**src/rtl/dma_burst_sequencer.sv**
```systemverilog
// dma_burst_sequencer: splits a DMA transfer into AXI bursts (<= MAX_BURST_BEATS, no 4 KB crossing), read then write per burst
module dma_burst_sequencer #(
    parameter int DATA_BYTES      = 4,
    parameter int MAX_BURST_BEATS = 16
) (
    input  logic        S_AXI_ACLK,
    input  logic        S_AXI_ARESETN,
    input  logic        i_dma_start,
    input  logic [31:0] i_src_addr,
    input  logic [31:0] i_dst_addr,
    input  logic [31:0] i_trf_len,
    output logic        o_dma_done,
    output logic        o_dma_err,
    output logic        o_busy,
    output logic        o_rd_cmd_valid,
    input  logic        i_rd_cmd_ready,
    output logic [31:0] o_rd_cmd_addr,
    output logic [7:0]  o_rd_cmd_len,
    input  logic        i_rd_burst_done,
    input  logic        i_rd_err,
    output logic        o_wr_cmd_valid,
    input  logic        i_wr_cmd_ready,
    output logic [31:0] o_wr_cmd_addr,
    output logic [7:0]  o_wr_cmd_len,
    input  logic        i_wr_burst_done,
    input  logic        i_wr_err
);
    typedef enum logic [2:0] {IDLE, CALC, RD_CMD, RD_WAIT, WR_CMD, WR_WAIT, DONE} state_t;
    state_t      state;
    logic [31:0] src, dst;
    logic [30:0] rem;
    logic [7:0]  blen;
    logic [31:0] cap_s, cap_d, m0, m1, bsel, step;
    logic [7:0]  blen_next;

    // next burst size: smallest of remaining beats, the burst cap and the beats left before each 4 KB page ends
    always_comb begin
        cap_s     = 32'd1024 - {22'd0, src[11:2]};
        cap_d     = 32'd1024 - {22'd0, dst[11:2]};
        m0        = ({1'b0, rem} < 32'(MAX_BURST_BEATS)) ? {1'b0, rem} : 32'(MAX_BURST_BEATS);
        m1        = (m0 < cap_s) ? m0 : cap_s;
        bsel      = (m1 < cap_d) ? m1 : cap_d;
        blen_next = 8'(bsel - 32'd1);
        step      = ({24'd0, blen} + 32'd1) * 32'(DATA_BYTES);
    end

    // sequencing FSM with registered command and status outputs
    always_ff @(posedge S_AXI_ACLK or negedge S_AXI_ARESETN) begin
        if (!S_AXI_ARESETN) begin
            state          <= IDLE;
            src            <= '0;
            dst            <= '0;
            rem            <= '0;
            blen           <= '0;
            o_dma_done     <= 1'b0;
            o_dma_err      <= 1'b0;
            o_busy         <= 1'b0;
            o_rd_cmd_valid <= 1'b0;
            o_rd_cmd_addr  <= '0;
            o_rd_cmd_len   <= '0;
            o_wr_cmd_valid <= 1'b0;
            o_wr_cmd_addr  <= '0;
            o_wr_cmd_len   <= '0;
        end else begin
            case (state)
                IDLE: if (i_dma_start) begin
                    src    <= i_src_addr & ~32'd3;
                    dst    <= i_dst_addr & ~32'd3;
                    rem    <= {1'b0, i_trf_len[31:2]} + {30'd0, |i_trf_len[1:0]};
                    o_busy <= 1'b1;
                    state  <= CALC;
                end
                CALC: if (rem == '0) begin
                    o_busy     <= 1'b0;
                    o_dma_done <= 1'b1;
                    o_dma_err  <= 1'b0;
                    state      <= DONE;
                end else begin
                    blen           <= blen_next;
                    o_rd_cmd_valid <= 1'b1;
                    o_rd_cmd_addr  <= src;
                    o_rd_cmd_len   <= blen_next;
                    state          <= RD_CMD;
                end
                RD_CMD: if (i_rd_cmd_ready) begin
                    o_rd_cmd_valid <= 1'b0;
                    state          <= RD_WAIT;
                end
                RD_WAIT: if (i_rd_burst_done) begin
                    if (i_rd_err) begin
                        o_busy     <= 1'b0;
                        o_dma_done <= 1'b1;
                        o_dma_err  <= 1'b1;
                        state      <= DONE;
                    end else begin
                        o_wr_cmd_valid <= 1'b1;
                        o_wr_cmd_addr  <= dst;
                        o_wr_cmd_len   <= blen;
                        state          <= WR_CMD;
                    end
                end
                WR_CMD: if (i_wr_cmd_ready) begin
                    o_wr_cmd_valid <= 1'b0;
                    state          <= WR_WAIT;
                end
                WR_WAIT: if (i_wr_burst_done) begin
                    if (i_wr_err) begin
                        o_busy     <= 1'b0;
                        o_dma_done <= 1'b1;
                        o_dma_err  <= 1'b1;
                        state      <= DONE;
                    end else begin
                        src   <= src + step;
                        dst   <= dst + step;
                        rem   <= rem - ({23'd0, blen} + 31'd1);
                        state <= CALC;
                    end
                end
                DONE: if (!i_dma_start) begin
                    o_dma_done <= 1'b0;
                    o_dma_err  <= 1'b0;
                    state      <= IDLE;
                end
                default: state <= IDLE;
            endcase
        end
    end
endmodule
```
**config.mk**
```make
export PLATFORM = sky130hd
export DESIGN_NAME = dma_burst_sequencer
export DESIGN_NICKNAME = d
export VERILOG_FILES = /design/src/rtl/dma_burst_sequencer.sv
export SDC_FILE = /design/constraint.sdc
export NUM_CORES = 1
export LEC_CHECK = 0
export CORE_MARGIN = 5
export CORE_UTILIZATION = 49
export DETAILED_ROUTE_END_ITERATION = 10
export HOLD_SLACK_MARGIN = 0.1
export PLACE_DENSITY = 0.89
export SLEW_MARGIN = 20
export SYNTH_ARGS = -nofsm -noshare
export SYNTH_HDL_FRONTEND = slang
export SYNTH_SLANG_ARGS = --single-unit
```
**constraint.sdc**
```tcl
create_clock -name S_AXI_ACLK -period 4.8 [get_ports S_AXI_ACLK]
set_input_delay 0.48 -clock S_AXI_ACLK [delete_from_list [all_inputs] [get_ports S_AXI_ACLK]]
set_output_delay 0.48 -clock S_AXI_ACLK [all_outputs]
set_load 0.02 [all_outputs]
```
==> impl_metrics.py <==
metrics = {
    "die": {
        "die_w_um": 163.3,
        "io_pins": 190,
        "initial_core_util_pct": 49.38,
        "num_rows": 56,
        "die_h_um": 163.3,
        "die_area_mm2": 0.02668,
        "core_mm2": 0.02333,
    },
    "synthesis": {
        "yosys.cell_count.top_type": "dfrtp_1",
        "synth-xor-area-share_pct": 6.005,
        "syn_avg_cell_area_um2": 8.789,
        "synth_compound_area_share_pct": 20.20,
        "synth_top_cell_area_share_pct": 38.01,
        "synthMuxAreaShare_pct": 6.342,
        "synthSimpleGateAreaFrac_pct": 18.94,
        "syn_area_mm2": 0.01152,
        "ys_top_cells_by_count": "dfrtp_1, nand2_1, a21oi_1",
        "synth_edf_count": 0,
        "synthArstFlopShare_pct": 100.0,
        "yosys.area_share.adder_pct": 6.168,
        "yosys.cell_types.count": 78,
        "ys_seq_area_share_pct": 38.01,
        "yosys.area.top_type": "dfrtp_1",
        "yosys_most_used_dff": "dfrtp_1",
        "synth_top_family_by_area": "compound AO/OA/AOI/OAI gates",
        "yosysWarningCount": 0,
        "synthCells": 1311,
        "ys_top_cells_by_area": "dfrtp_1, ha_1, mux2_2",
        "synth-seq-cells": 175,
    },
    "worst_setup_path": {
        "worstPathArrival_ns": 5.43,
        "crit_start": "rem[19]",
        "cp_top_family": "simple AND/OR/NAND/NOR gates",
        "max_stage_delay_ns": 0.41,
        "crit_path_end_kind": "register",
        "critPathKind": "reg -> reg",
        "critPathSlowestCell": "dfrtp_1",
        "critPathBufInv": 2,
        "r2r-start": "rem[19]",
        "path_max_fanout": 6,
        "crit_required_ns": 5.10,
        "start_kind": "register",
    },
    "clock_network": {
        "htreeDepth": 4,
        "path_clk_slew_ns": 0.07,
        "cts_tree": "done",
        "clock-sinks": 175,
        "clkLatencyLatePin_ns": 0.44,
        "ctsRootBufferMaster": "clkbuf_16",
        "cts_made_buffers": 17,
        "clock_path_buffers": 2,
    },
    "place": {
        "post-place-ws_ns": -0.3180,
        "portBuffers": 181,
        "dp_cells": 1830,
        "place.gp.congestion": 0.9463,
        "post-dp-hpwl_mm": 25.80,
    },
    "routing": {
        "drc": 0,
        "postRouteAntennaNets": 0,
        "num_vias": 11613,
        "routed_wl_mm": 37.47,
        "wl_per_cell_um": 19.69,
        "vias_per_cell": 6.102,
        "first_pass_iters": 5,
        "first_iter_violations": 1044,
    },
    "pwr": {
        "vdd_drop_max_v": 0.0003155,
        "cellLeakagePower_nw": 6.474,
        "power-per-cell-area_mw_per_mm2": 721.4,
    },
    "sta": {
        "skew_ns": 0.01257,
        "finalCritPeriodShare_pct": 106.8,
        "worstMarginPinSlew_ns": 1.113,
        "setup_viol": 4,
        "slew_headroom_pct": 25.52,
        "rsz0062_at_grt": "true",
        "hold_viol": 0,
        "layout_setup_ws_ns": -0.3277,
        "slew_violations": 0,
        "fin_crit_ns": 5.128,
        "fmax_ghz": 0.1950,
        "whs_ns": 0.08620,
    },
    "grt": {
        "grt_pass1_wl_mm": 57.99,
        "grt_max_degree": 94,
        "antenna_found_initial": 1,
        "track_usage_pct": 27.01,
        "grt_overflow": 0,
        "grt_pass1_vias": 11153,
    },
    "cells_and_area": {
        "drive_gt1_share_pct": 18.00,
        "final_cells": 1903,
        "area_growth_pct": 33.30,
        "fin_nets": 1730,
        "fillers": 1801,
    },
    "status": {
        "outcome": "finished with violations",
        "violations": "negative setup slack",
    },
    "job": {
        "maxCapViolations": 0,
    },
    "worst_hold_path": {
        "holdCritPathClass": "in -> async",
    },
}
sequential cells by signal, summed over array words and instances (netlist names):
register        flops
o_wr_cmd_len        8
o_wr_cmd_addr      30
o_rd_cmd_addr      30
dst                30
state               3
o_dma_err           1
rem                31
o_rd_cmd_valid      1
blen                8
o_busy              1
src                30
o_wr_cmd_valid      1
o_dma_done          1
cells by family (layout without fill, tap and decap cells):
group                      after synthesis  in the layout
AOI/OAI and AO/OA                      371            371
muxes                                   65             65
xor gates and xnor gates                79             79
DFF                                    175            175
adders and majority gates               55             55
and+or+nand+nor                        444            444
other                                    1             11
buffers and inverters                  121            384
per-layer routing:
metal  up-vias  track usage [%]  wire, um
met5         -                0         0
met4         0            10.22      1533
met3       112            5.097      3090
met2       604            44.87     18130
met1      5603            35.20     14710
li1       5294                -         -
final timing paths:
check / end / slack, ns / depth (start not counted)
worst max-delay path: blen[4] / -0.33 / 25
min in group S_AXI_ACLK: o_rd_cmd_addr[15] / 0.48 / 2
max in group asynchronous: src[3] / 3.71 / 2
worst min register to register: o_rd_cmd_addr[15] / 0.48 / 2
worst min-delay path: dst[31] / 0.09 / 1
worst max register to register: blen[4] / -0.33 / 25
where the power goes:
group | total, mW | switching (mW) | internal [mW]
clock network | 1.40 | 0.671 | 0.732
logic | 6.72 | 3.56 | 3.17
registers | 2.95 | 0.762 | 2.19
cell type report:
type	count	area, um^2	share of cell area, %
inverter	43	163.9	1.067
antenna	1	2.502	0.01629
timing repair buffer	309	2814	18.32
clock buffer	17	425.4	2.770
multi-input combinational	1024	7022	45.72
clock inverter	15	151.4	0.9857
sequential	175	4382	28.53
tap	319	399.1	2.599
worst register-to-register path, stage by stage (launching register included):
cell and delay (ns):
dfrtp_1 0.41, nor4_2 0.36, and4_4 0.31, and2_4 0.18, nand2_2 0.07, inv_2 0.07, ha_4 0.20, a2111oi_1 0.38
nand2b_1 0.21, and3_4 0.28, mux2i_2 0.26, inv_1 0.09, ha_1 0.31, o211ai_1 0.12, a21oi_2 0.08, o2111ai_1 0.20
nand2_1 0.10, o21a_1 0.16, a21oi_4 0.20, mux2i_2 0.30, ha_4 0.20, nand3_2 0.07, xnor2_1 0.20, nor2_1 0.07
a21oi_1 0.11, o21ai_1 0.06
per-stage QoR:
stage | TNS, ns | area, um^2 | utilization [%] | total power, mW
6_report | -0.7429 | 15360 | 65.83 | 11.08
5_1_grt | -1.659 | 15360 | 65.83 | 11.76
4_1_cts | -0.1188 | 15120 | 64.79 | 10.57
3_5_place_dp | -0.7621 | 14200 | 60.87 | 8.921
3_3_place_gp | -0.6243 | 14200 | 60.87 | 8.680
2_1_floorplan | -0.1277 | 11620 | - | 6.603
timing repair:
action	4_1_cts	5_1_grt
hold buffers	0	0
buffers inserted	31	11
endpoints found under the hold margin	0	0
endpoints found under the setup margin	4	8
gates resized for setup	26	32
pin swaps	23	27
placed cells by master (no fill, tap or decap), drive strengths merged, types with 22 or more instances in the layout:
cell,Yosys,routed
a21oi,115,115
and3,22,22
buf,19,129
clkdlybuf4s50,0,180
dfrtp,175,175
ha,52,52
inv,43,50
mux2,55,55
nand2,127,127
nand3,44,44
nand4,26,26
nor2,106,106
nor3,30,30
nor4,24,24
o21ai,96,96
xnor2,49,49
xor2,30,30
Note: power is estimated with default switching activity, not from simulation.
